**src/rtl/debug_ctrl.sv**
```systemverilog
// debug_ctrl: debounced board controls driving the CPU debug port (run/step, step pulses, register address, display capture)
module debug_ctrl #(
    parameter int DEBOUNCE_CYCLES  = 1000000,
    parameter int STEP_HIGH_CYCLES = 4
) (
    input  logic        clk,
    input  logic        rst,
    input  logic        run_sw,
    input  logic        btn_step,
    input  logic        btn_up,
    input  logic        btn_down,
    input  logic [31:0] debug_data,
    output logic        debug_en,
    output logic        debug_step,
    output logic [6:0]  debug_addr,
    output logic [31:0] disp_data,
    output logic        disp_chg
);
    localparam int CW = $clog2(DEBOUNCE_CYCLES + 1);
    localparam int SW = $clog2(STEP_HIGH_CYCLES + 1);

    typedef enum logic [1:0] {IDLE, HIGH, LOW} state_t;

    logic [3:0]    w_raw;
    logic [3:0]    r_s1;
    logic [3:0]    r_s2;
    logic [3:0]    r_stb;
    logic [CW-1:0] r_cnt [4];
    logic [3:1]    r_stb_d;
    logic [3:1]    w_press;
    state_t        r_state;
    state_t        w_state_nxt;
    logic [SW-1:0] r_scnt;
    logic [SW-1:0] w_scnt_nxt;
    logic          r_en;
    logic          r_step;
    logic [6:0]    r_addr;
    logic [31:0]   r_disp;
    logic          r_chg;

    // bit 0 is the run switch, bits 1..3 are step/up/down buttons
    assign w_raw   = {btn_down, btn_up, btn_step, run_sw};
    assign w_press = r_stb[3:1] & ~r_stb_d;

    // two-flop synchronisers for the asynchronous board inputs
    always_ff @(posedge clk) begin
        if (rst) begin
            r_s1 <= '0;
            r_s2 <= '0;
        end else begin
            r_s1 <= w_raw;
            r_s2 <= r_s1;
        end
    end

    // accept a new level only after it has been seen for DEBOUNCE_CYCLES consecutive cycles
    always_ff @(posedge clk) begin
        if (rst) begin
            r_stb <= '0;
            r_cnt <= '{default: '0};
        end else begin
            for (int i = 0; i < 4; i++) begin
                if (r_s2[i] == r_stb[i]) begin
                    r_cnt[i] <= '0;
                end else if (r_cnt[i] == CW'(DEBOUNCE_CYCLES - 1)) begin
                    r_stb[i] <= r_s2[i];
                    r_cnt[i] <= '0;
                end else begin
                    r_cnt[i] <= r_cnt[i] + CW'(1);
                end
            end
        end
    end

    // edge memory for press detection, run mode, address and display capture
    always_ff @(posedge clk) begin
        if (rst) begin
            r_stb_d <= '0;
            r_en    <= 1'b1;
            r_addr  <= '0;
            r_disp  <= '0;
            r_chg   <= 1'b0;
        end else begin
            r_stb_d <= r_stb[3:1];
            r_en    <= ~r_stb[0];
            r_addr  <= (w_press[2] & ~w_press[3]) ? r_addr + 7'd1 :
                       (w_press[3] & ~w_press[2]) ? r_addr - 7'd1 : r_addr;
            r_disp  <= debug_data;
            r_chg   <= debug_data != r_disp;
        end
    end

    // step FSM state register; debug_step is registered from the next state
    always_ff @(posedge clk) begin
        if (rst) begin
            r_state <= IDLE;
            r_scnt  <= '0;
            r_step  <= 1'b0;
        end else begin
            r_state <= w_state_nxt;
            r_scnt  <= w_scnt_nxt;
            r_step  <= w_state_nxt == HIGH;
        end
    end

    // step FSM next state: high phase, low guard phase, abort when run mode is entered
    always_comb begin
        w_state_nxt = r_state;
        w_scnt_nxt  = r_scnt;
        if (r_state == IDLE) begin
            if (w_press[1] && r_en) begin
                w_state_nxt = HIGH;
                w_scnt_nxt  = '0;
            end
        end else if (!r_en) begin
            w_state_nxt = IDLE;
            w_scnt_nxt  = '0;
        end else if (r_scnt == SW'(STEP_HIGH_CYCLES - 1)) begin
            w_state_nxt = (r_state == HIGH) ? LOW : IDLE;
            w_scnt_nxt  = '0;
        end else begin
            w_scnt_nxt = r_scnt + SW'(1);
        end
    end

    assign debug_en   = r_en;
    assign debug_step = r_step;
    assign debug_addr = r_addr;
    assign disp_data  = r_disp;
    assign disp_chg   = r_chg;
endmodule
```
**config.mk**
```make
export PLATFORM = sky130hd
export DESIGN_NAME = debug_ctrl
export DESIGN_NICKNAME = d
export VERILOG_FILES = /design/src/rtl/debug_ctrl.sv
export SDC_FILE = /design/constraint.sdc
export NUM_CORES = 1
export LEC_CHECK = 0
export BUFFER_PORTS_ARGS = -buffer_cell sky130_fd_sc_hd__clkbuf_2
export CAP_MARGIN = 20
export CORE_MARGIN = 1
export CORE_UTILIZATION = 45
export DETAILED_ROUTE_END_ITERATION = 8
export SETUP_SLACK_MARGIN = 0.4
export SYNTH_ARGS = -nofsm -noshare
export SYNTH_HDL_FRONTEND = slang
export SYNTH_SLANG_ARGS = --single-unit
```
**constraint.sdc**
```tcl
create_clock -name clk -period 4.3 [get_ports clk]
set_clock_uncertainty 0.05 [all_clocks]
set_input_delay 0.86 -clock clk [delete_from_list [all_inputs] [get_ports clk]]
set_output_delay 0.86 -clock clk [all_outputs]
set_load 0.05 [all_outputs]
```
==> reports/results.tsv, run 1 <==
stage	metric	value	unit
status	status	finished, final reports clean	
placed_design	io_buffers	79	
placed_design	gp_congestion	0.779	
hold_path	hold_path_class	reg -> reg	
global_route	grt_start_max_net_pins	62	
synth	synth_top_area_share	0.463	
sta	fin_crit	2510	ps
cts	cts_max_level	4	
sta	rsz0062_at_grt	no	
global_route	grt_first_pass_wirelength	20.8	mm
pwr	p_per_area	415	mW/mm²
synth	syn_area	0.00613	mm²
job	cap_violations	0	
floorplan	start_util	0.463	
worst_setup_path	path_buf_inv	1	
global_route	grt_overflow	0	
detailed_routing	vias_per_cell	5.13	
sta	period_share	0.583	
detailed_routing	vias	4816	
floorplan	die_h	119	µm
worst_setup_path	path_cells	or4b_1 > or4_1 > o211ai_1 > buf_4 > nor2_1	
pwr	vdd_drop_max	292	µV
cts	ctsResizeCount	0	
cts	clk_path_buf_depth	2	
cells_and_area	layout.nets	801	
cts	cts_tree	yes	
worst_setup_path	crit_path_start_kind	flop	
cells_and_area	layout.cells.non_filler	939	
worst_setup_path	r2r_cells	5	
cts	cts_hold_buffers	0	
hold_path	worstHoldStart	r_stb[0]$_SDFFE_PP0P_	
detailed_routing	dr.pass1.iters	4	
worst_setup_path	cp.required	4550	ps
worst_setup_path	cpLargestDelayFamily	simple AND/OR/NAND/NOR gates	
sta	maxSlewHeadroom	0.542	
worst_setup_path	cp.depth	5	
worst_setup_path	crit_slowest_cell	o211ai_1	
detailed_routing	drcViolationCount	0	
synth	synth_area_leaders	dfxtp_1, xnor2_1, nor2b_1, nor2_1, xor2_1	
floorplan	core_area	0.0132	mm²
placed_design	dp_hpwl	8.80	mm
synth	syn-mean-instance-area	9.17	µm²
sta	setup_ws	1790	ps
synth	synth_nets	720	
pwr	p_total	3.03	mW
synth	async_flop_share	0	
synth	synth_edf_count	0	
pwr	leakage	2.52	nW
cells_and_area	drive_above_1_share	0.160	
cts	cts_setup_buffers	0	
synth	synth_common_cells	dfxtp_1, nor2_1, xnor2_1, nor2b_1, a21oi_1	
placed_design	dpl_cell_area	0.00669	mm²
floorplan	rows	42	
detailed_routing	wirelength	12.3	mm
floorplan	io_pins	80	
cts	cts.sinks	142	
synth	postSynthCellCount	669	
cts	clk_latency	410	ps
synth	synth_seq_cells	142	
worst_setup_path	path_max_fanout	12	
hold_path	min_path_cells	1	
worst_setup_path	worstSetupEndpointType	flop	
global_route	grt_pass1_vias	4512	
cells_and_area	area_delta_synth_final	19.3	%
detailed_routing	post_drt_wl_per_cell	13.1	µm
synth	synth-main-ff-cell	dfxtp_1	
cells_and_area	utilization	0.553	
cts	path_clk_slew	60	ps
sta	finalMaxSlewViolations	0	
sta	hold_ws	376	ps
synth	yosysTopAreaCell	dfxtp_1	
placed_design	placed_cells_incl_taps	907	
cells_and_area	design_area	0.00732	mm²
sta	worstMarginPinSlew	682	ps
cts	cts_buffers	17	
detailed_routing	drt_iter0_markers	363	
synth	post-synth-top-count-cell	dfxtp_1	
sta	finalSetupTns	0	ps
worst_setup_path	crit_arrival	2760	ps
global_route	antenna_found_initial	0	
sta	clock.fmax	0.399	GHz
floorplan	die_w	119	µm
cts	ctsRootBufferMaster	clkbuf_16	
worst_setup_path	critPathKind	reg -> reg	
sta	hold_violations	0	
synth	yosysSeqAreaShare	0.463	
worst_setup_path	r2r-start	r_cnt[7]$_SDFF_PP0_	
placed_design	pre_cts_slack	1750	ps
synth	ys_warn_count	0	
sta	setup_viol	0	
detailed_routing	ant_nets	0	
floorplan	dieArea	0.0141	mm²
cells_and_area	antenna_cells	0	
worst_setup_path	startpoint	r_cnt[7]$_SDFF_PP0_	
global_route	grt_usage	0.184	
worst_setup_path	worst_path_largest_cell_delay	580	ps
synth	ys_types	57	
-- where the power goes --
| group | internal (mW) | switching [mW] | total [mW] |
|---|---|---|---|
| registers | 1.34 | 0.0143 | 1.35 |
| clock network | 1.00 | 0.512 | 1.52 |
| logic | 0.0566 | 0.108 | 0.164 |
-- per-layer routing --
metal,up-vias,track usage,share of wire
met4,0,0.0775,0.012
met3,16,0.0550,0.032
met2,64,0.287,0.48
met1,2247,0.235,0.48
li1,2489,-,-
met5,-,0,0
-- path summary, 6_finish.rpt --
| kind | to | slack (ps) |
|---|---|---|
| max | r_cnt[11]$_SDFF_PP0_ | 1790 |
| max reg2reg | r_cnt[11]$_SDFF_PP0_ | 1790 |
| min | debug_en$_SDFF_PP1_ | 380 |
| min reg2reg | debug_en$_SDFF_PP1_ | 380 |
-- cell usage in the layout (no fill, tap or decap), types with 10 or more instances in the layout --
master     Yosys  final
nor4_1        10     10
or4_1         15     15
clkbuf_2       1     79
nand2_1       29     29
nor2b_1       47     47
nand4_1       20     20
xor2_1        22     22
o31ai_1       10     10
clkbuf_16      0     17
nor2_1        68     68
or3_1         21     21
dfxtp_1      142    142
nand3_1       29     29
inv_1         24     24
o21ai_0       20     20
xnor2_1       64     64
a21oi_1       33     33
nor3_1        16     16
ha_1          12     12
-- flip-flops by register name, summed over array words and instances, names as in the netlist --
name / flops
disp_data: 32
r_cnt: 80
debug_step: 1
r_scnt: 3
r_stb_d: 3
r_s1: 4
debug_en: 1
r_s2: 4
disp_chg: 1
debug_addr: 7
r_state: 2
r_stb: 4
-- cells by family (layout without fill, tap and decap cells) --
family | Yosys count | in the layout | synth area share
simple gates | 295 | 295 | 0.268
xor+xnor | 86 | 86 | 0.123
buf+inv | 46 | 140 | 0.0298
flops | 142 | 142 | 0.463
mux | 1 | 1 | 0.00184
fa+ha+maj | 13 | 13 | 0.0277
compound gates | 86 | 86 | 0.0861
-- layout make-up --
type / count / area (µm²)
Clock inverter: 5 / 100
Sequential cell: 142 / 2840
Timing Repair Buffer: 83 / 429
Fill cell: 1226 / 5930
Tap cell: 176 / 220
Multi-Input combinational cell: 481 / 3110
Inverter: 25 / 93.8
Clock buffer: 27 / 523
-- worst register-to-register path, cell delays in order (launching register included) --
cell and delay (ps):
dfxtp_1 350, or4b_1 500, or4_1 530, o211ai_1 580, buf_4 310, nor2_1 70
Note: power is estimated with default switching activity, not from simulation.
==> run 2: changes to the inputs <==
Clock period 4.3 ns to 2.6 ns, I/O delays scaled along.
==> run 2 against run 1 <==
Fmax grew 14%; core utilization grew 1.2 points; sequential cell count is the same; cell count grew 0.53%; critical path depth grew 3; die area is the same; critical path type unchanged; critical endpoint is now debug_addr[6]$_SDFFE_PP0P_.
==> reports/results.tsv, run 2 (synthesis gave the netlist of run 1 again) <==
stage	metric	value	unit
status	status	finished, final reports clean	
detailed_routing	wirelength	12.3	mm
global_route	grt_start_max_net_pins	40	
worst_setup_path	path_cells	nor2b_4 > ha_4 > inv_2 > ha_1 > nor4_1 > a311oi_2 > o211ai_1 > mux2_2	
worst_setup_path	worstSetupEndpointType	flop	
detailed_routing	ant_nets	0	
placed_design	dp_hpwl	8.52	mm
sta	fin_crit	2190	ps
pwr	power_frac_comb	0.051	
detailed_routing	drt_iter0_markers	333	
cts	cts_max_level	4	
cts	ctsRootBufferMaster	clkbuf_16	
cells_and_area	layout_commonest_cell	dfxtp_1	
cells_and_area	final_cell_mix	dfxtp_1, clkbuf_2, nor2_1	
cts	path_clk_slew	60	ps
pwr	seqPwrFrac	0.418	
placed_design	pre_cts_slack	261	ps
sta	finalSetupTns	0	ps
detailed_routing	vias	4797	
cts	cts_tree	yes	
cts	cts_buffers	17	
placed_design	dpl_cell_area	0.00672	mm²
detailed_routing	vias_per_cell	5.08	
pwr	vdd_drop_max	468	µV
cts	clk_path_buf_depth	2	
floorplan	start_util	0.463	
global_route	grt_usage	0.185	
worst_setup_path	crit_path_start_kind	flop	
cells_and_area	largest_reg_flops	80	
worst_setup_path	crit_slowest_cell	nor4_1	
cells_and_area	largest_register	r_cnt	
sta	finalMaxSlewViolations	0	
detailed_routing	dr.pass1.iters	4	
cts	cts_hold_buffers	0	
cells_and_area	antenna_cells	0	
floorplan	dieArea	0.0141	mm²
sta	setup_ws	407	ps
sta	rsz0062_at_grt	yes	
pwr	swShare	0.205	
cts	clk_latency	420	ps
worst_setup_path	path_max_fanout	6	
sta	setup_viol	0	
pwr	leakage	2.59	nW
global_route	grt_pass1_vias	4564	
cells_and_area	drive_above_1_share	0.180	
sta	period_share	0.843	
floorplan	io_pins	80	
worst_setup_path	crit_arrival	2450	ps
cts	cts.sinks	142	
global_route	grt_overflow	0	
pwr	p_per_area	715	mW/mm²
detailed_routing	drcViolationCount	0	
cells_and_area	area_delta_synth_final	22.0	%
floorplan	die_h	119	µm
sta	clock.fmax	0.456	GHz
sta	maxSlewHeadroom	0.606	
cells_and_area	design_area	0.00748	mm²
sta	hold_violations	0	
floorplan	rows	42	
pwr	internal-power	4.25	mW
floorplan	die_w	119	µm
job	cap_violations	0	
pwr	clkPwrFrac	0.531	
placed_design	gp_congestion	0.771	
floorplan	core_area	0.0132	mm²
detailed_routing	post_drt_wl_per_cell	13.0	µm
placed_design	io_buffers	79	
pwr	power.switching	1.10	mW
cells_and_area	layout.nets	806	
global_route	grt_first_pass_wirelength	21.0	mm
worst_setup_path	cp.required	2860	ps
sta	worstMarginPinSlew	587	ps
worst_setup_path	critPathKind	reg -> reg	
worst_setup_path	worst_path_largest_cell_delay	390	ps
hold_path	hold_path_class	in -> reg	
global_route	antenna_found_initial	0	
==> run 2: repair_timing <==
action / in CTS / in global routing
pin swaps: 1 / 3
gates resized for setup: 4 / 7
buffers inserted: 1 / 1
setup endpoints to repair: 2 / 10
==> run 2: cell type report <==
class,count,area [µm²]
timing repair buffer,88,479
tap,176,220
inverter,25,93.8
clock inverter,11,235
multi-input combinational,481,3150
sequential,142,2840
fill,1209,5760
clock buffer,21,460
==> run 2: path summary, 6_finish.rpt <==
path,startpoint,endpoint,slack (ps),cells past startpoint
worst min-delay path,btn_step,r_s1[1]$_SDFF_PP0_,280,2
worst max-delay path,r_stb[2]$_SDFFE_PP0P_,debug_addr[6]$_SDFFE_PP0P_,410,8
worst min register to register,r_stb[0]$_SDFFE_PP0P_,debug_en$_SDFF_PP1_,360,1
worst max register to register,r_stb[2]$_SDFFE_PP0P_,debug_addr[6]$_SDFFE_PP0P_,410,8
==> run 2: metal layers <==
layer,vias to the layer above,share of wire,GRT usage
met5,-,0,0
met4,0,0.0094,0.0665
met3,13,0.026,0.0579
met2,30,0.48,0.302
met1,2253,0.48,0.229
li1,2501,-,-
==> run 2: metrics by stage <==
stage | hold WS (ps) | total power [mW] | cells | util
3_5_place_dp | 353 | 2.55 | 910 | 0.507
2_1_floorplan | 330 | 2.47 | 669 | -
4_1_cts | 262 | 5.41 | 943 | 0.561
3_3_place_gp | 356 | 2.55 | 910 | 0.507
6_report | 276 | 5.35 | 944 | 0.565
5_1_grt | 265 | 5.53 | 944 | 0.565
==> run 2: critical path, delay by kind of cell, from the launching register on <==
family                   cells  cell delay [ps]
adder cells (fa/ha/maj)      2              490
multiplexers                 1              350
buffers and inverters        1               60
flip-flops                   1              360
AND/OR/NAND/NOR              2              560
AO/OA/AOI/OAI                2              200
==> run 2: power by group through the flow <==
stage	combinational [mW]	sequential [mW]	clock (mW)
after floorplan	0.0942	2.37	0
after global placement	0.271	2.28	0
after detailed placement	0.273	2.28	0
after CTS	0.274	2.23	2.90
after global routing	0.292	2.24	3.00
final	0.273	2.23	2.84
==> run 3: changes to the inputs <==
Settings changed: ABC_AREA from default to 1, PLACE_DENSITY from default to 0.67.
Clock period 2.6 ns to 2 ns, I/O delays scaled along.
==> run 3 against run 2 <==
Count of clock-buffer cells in the layout did not move; setup slack got worse by 270 ps; via count rose by 27%; sequential power rose by 30%; design area rose by 13%; sequential cell count did not move; critical endpoint unchanged; highest routed layer unchanged.
==> reports/results.tsv, run 3 <==
stage	metric	value	unit
status	status	finished, final reports clean	
cells_and_area	area_delta_synth_final	25.8	%
cells_and_area	layout.nets	1151	
synth	synth_compound_area_frac	0.0526	
worst_setup_path	crit_path_start_kind	flop	
worst_setup_path	cp.required	2260	ps
synth	synth_top_family_by_area	simple AND/OR/NAND/NOR gates	
sta	worstMarginPinSlew	730	ps
pwr	leakage	3.51	nW
sta	maxSlewHeadroom	0.511	
cts	cts_tree	yes	
sta	hold_ws	121	ps
floorplan	die_w	124	µm
cells_and_area	utilization	0.581	
detailed_routing	drcViolationCount	0	
synth	synth_top_area_share	0.422	
synth	ys_types	37	
cells_and_area	antenna_cells	0	
cts	cts_buffers	17	
detailed_routing	drt_iter0_markers	396	
synth	yosysSeqAreaShare	0.422	
cells_and_area	final_cell_mix	nand2_1, nor2_1, inv_1	
cells_and_area	drive_above_1_share	0.180	
worst_setup_path	r2r-start	r_stb[3]$_SDFFE_PP0P_	
cells_and_area	layout_commonest_cell	nand2_1	
cells_and_area	layout.cells.non_filler	1297	
global_route	grt_pass1_vias	5671	
placed_design	gp_congestion	0.854	
sta	rsz0062_at_grt	yes	
synth	yosysTopAreaCell	dfxtp_1	
detailed_routing	post_drt_wl_per_cell	11.1	µm
synth	syn_area	0.00674	mm²
worst_setup_path	path_max_fanout	3	
worst_setup_path	r2r_cells	10	
worst_setup_path	worstSetupEndpointType	flop	
global_route	grt_usage	0.189	
floorplan	core_area	0.0146	mm²
placed_design	io_buffers	79	
detailed_routing	vias	6115	
floorplan	dieArea	0.0155	mm²
worst_setup_path	crit-reg2reg-capture	debug_addr[6]$_SDFFE_PP0P_	
job	cap_violations	0	
worst_setup_path	worst_path_largest_cell_delay	400	ps
cells_and_area	largest_reg_flops	80	
worst_setup_path	crit_arrival	2130	ps
sta	fin_crit	1870	ps
synth	postSynthCellCount	997	
pwr	p_total	6.49	mW
floorplan	die_h	124	µm
pwr	p_per_area	766	mW/mm²
sta	setup_ws	135	ps
cells_and_area	fillCellCount	1348	
synth	synthMuxAreaShare	0	
sta	finalMaxSlewViolations	0	
synth	async_flop_share	0	
cts	clk_latency	420	ps
detailed_routing	wirelength	14.4	mm
cells_and_area	design_area	0.00848	mm²
floorplan	start_util	0.462	
sta	setup_viol	0	
synth	synth_area_leaders	dfxtp_1, nand2_1, nor2_1, inv_1, a21oi_1	
detailed_routing	dr.pass1.iters	5	
placed_design	dpl_cell_area	0.00742	mm²
worst_setup_path	cpLargestDelayFamily	adder cells	
pwr	vdd_drop_max	552	µV
synth	synth_seq_cells	142	
hold_path	min_path_cells	3	
synth	synth-main-ff-cell	dfxtp_1	
cts	cts.sinks	142	
global_route	grt_start_max_net_pins	57	
worst_setup_path	path_buf_inv	1	
synth	synthXorXnorAreaFrac	0.0442	
worst_setup_path	critPathKind	reg -> reg	
floorplan	io_pins	80	
cts	path_clk_slew	60	ps
hold_path	hold_path_class	in -> reg	
sta	hold_violations	0	
placed_design	dp_hpwl	9.68	mm
global_route	antenna_found_initial	0	
worst_setup_path	path_cells	inv_2 > or2_4 > ha_4 > fa_2 > o21ai_4 > nand2_2 > nand3_2 > nand2_1 > nor2_1 > nor2_1	
cts	cts_max_level	4	
floorplan	rows	44	
worst_setup_path	crit_slowest_cell	fa_2	
synth	synth_common_cells	nand2_1, nor2_1, inv_1, dfxtp_1, a21oi_1	
detailed_routing	vias_per_cell	4.71	
synth	synth_edf_count	0	
synth	ys_warn_count	0	
detailed_routing	ant_nets	0	
global_route	grt_first_pass_wirelength	24.5	mm
cts	ctsRootBufferMaster	clkbuf_16	
worst_setup_path	path_common_cell	nor2_1	
sta	finalSetupTns	0	ps
synth	synthSimpleGateAreaFrac	0.363	
worst_setup_path	reg2reg_slack	130	ps
synth	post-synth-top-count-cell	nand2_1	
synth	syn-mean-instance-area	6.76	µm²
global_route	grt_overflow	0	
cts	clk_path_buf_depth	2	
cells_and_area	largest_register	r_cnt	
placed_design	placed_cells_incl_taps	1250	
hold_path	worstHoldStart	run_sw	
sta	clock.fmax	0.536	GHz
synth	synth_nets	1048	
placed_design	pre_cts_slack	147	ps
sta	period_share	0.933	
hold_path	holdPathEnd	r_s1[0]$_SDFF_PP0_	
synth	post_synth_fa_ha_maj_area_fraction	0.0253	
[run 3: changes by cell type after synthesis, moves of 9 or more]
cell	change
nor2b_1	-47
xnor2_1	-49
nor2_1	+143
o31ai_1	-9
inv_1	+123
nor3_1	+11
or3_1	-21
a21oi_1	+10
nand2_1	+216
or4_1	-15
[run 3: power by group]
| group | internal (mW) | total, mW | switching [mW] |
|---|---|---|---|
| combinational | 0.114 | 0.383 | 0.269 |
| clock | 2.02 | 3.20 | 1.18 |
| sequential | 2.87 | 2.91 | 0.0317 |
[run 3: layer usage]
| layer | GRT usage | part of all wire |
|---|---|---|
| met5 | 0 | 0 |
| met4 | 0.0602 | 0.013 |
| met3 | 0.0584 | 0.046 |
| met2 | 0.314 | 0.47 |
| met1 | 0.233 | 0.47 |
[run 3: timing repair]
item | CTS | global route
cloned | 1 | 4
setup buffers | 2 | 8
hold buffers | 0 | 0
endpoints found under the setup margin | 90 | 91
pin swaps | 9 | 33
resized for setup | 27 | 55
hold endpoints to repair | 0 | 0
[run 3: cell type report]
type                            count  area (µm²)  share of cell area
Multi-Input combinational cell    698        3680               0.434
Clock buffer                       21         460              0.0543
Clock inverter                     11         140              0.0165
Inverter                          149         568              0.0670
Sequential cell                   142        2860               0.337
Timing Repair Buffer               92         544              0.0642
Tap cell                          184         230              0.0272
[run 3: logic make-up (layout without fill, tap and decap cells)]
kind of cell,Yosys count,count (layout)
DFF,142,142
xor gates and xnor gates,34,34
adders and majority gates,13,13
buffers and inverters,162,273
and+or+nand+nor,578,583
AOI/OAI and AO/OA,68,68
[run 3: worst max-delay path by stage]
stage                          startpoint                          to  depth (start not counted)
floorplan           r_stb[3]$_SDFFE_PP0P_  debug_addr[6]$_SDFFE_PP0P_                         10
detailed placement  r_stb[3]$_SDFFE_PP0P_  debug_addr[4]$_SDFFE_PP0P_                         10
finish              r_stb[3]$_SDFFE_PP0P_  debug_addr[6]$_SDFFE_PP0P_                         10
global route        r_stb[3]$_SDFFE_PP0P_  debug_addr[6]$_SDFFE_PP0P_                         10
global placement    r_stb[2]$_SDFFE_PP0P_  debug_addr[6]$_SDFFE_PP0P_                         12
CTS                 r_stb[3]$_SDFFE_PP0P_  debug_addr[6]$_SDFFE_PP0P_                         10
[run 3: worst min-delay path: stages]
cell	delay, ps
clkbuf_2	80
inv_1	40
nor2_1	30
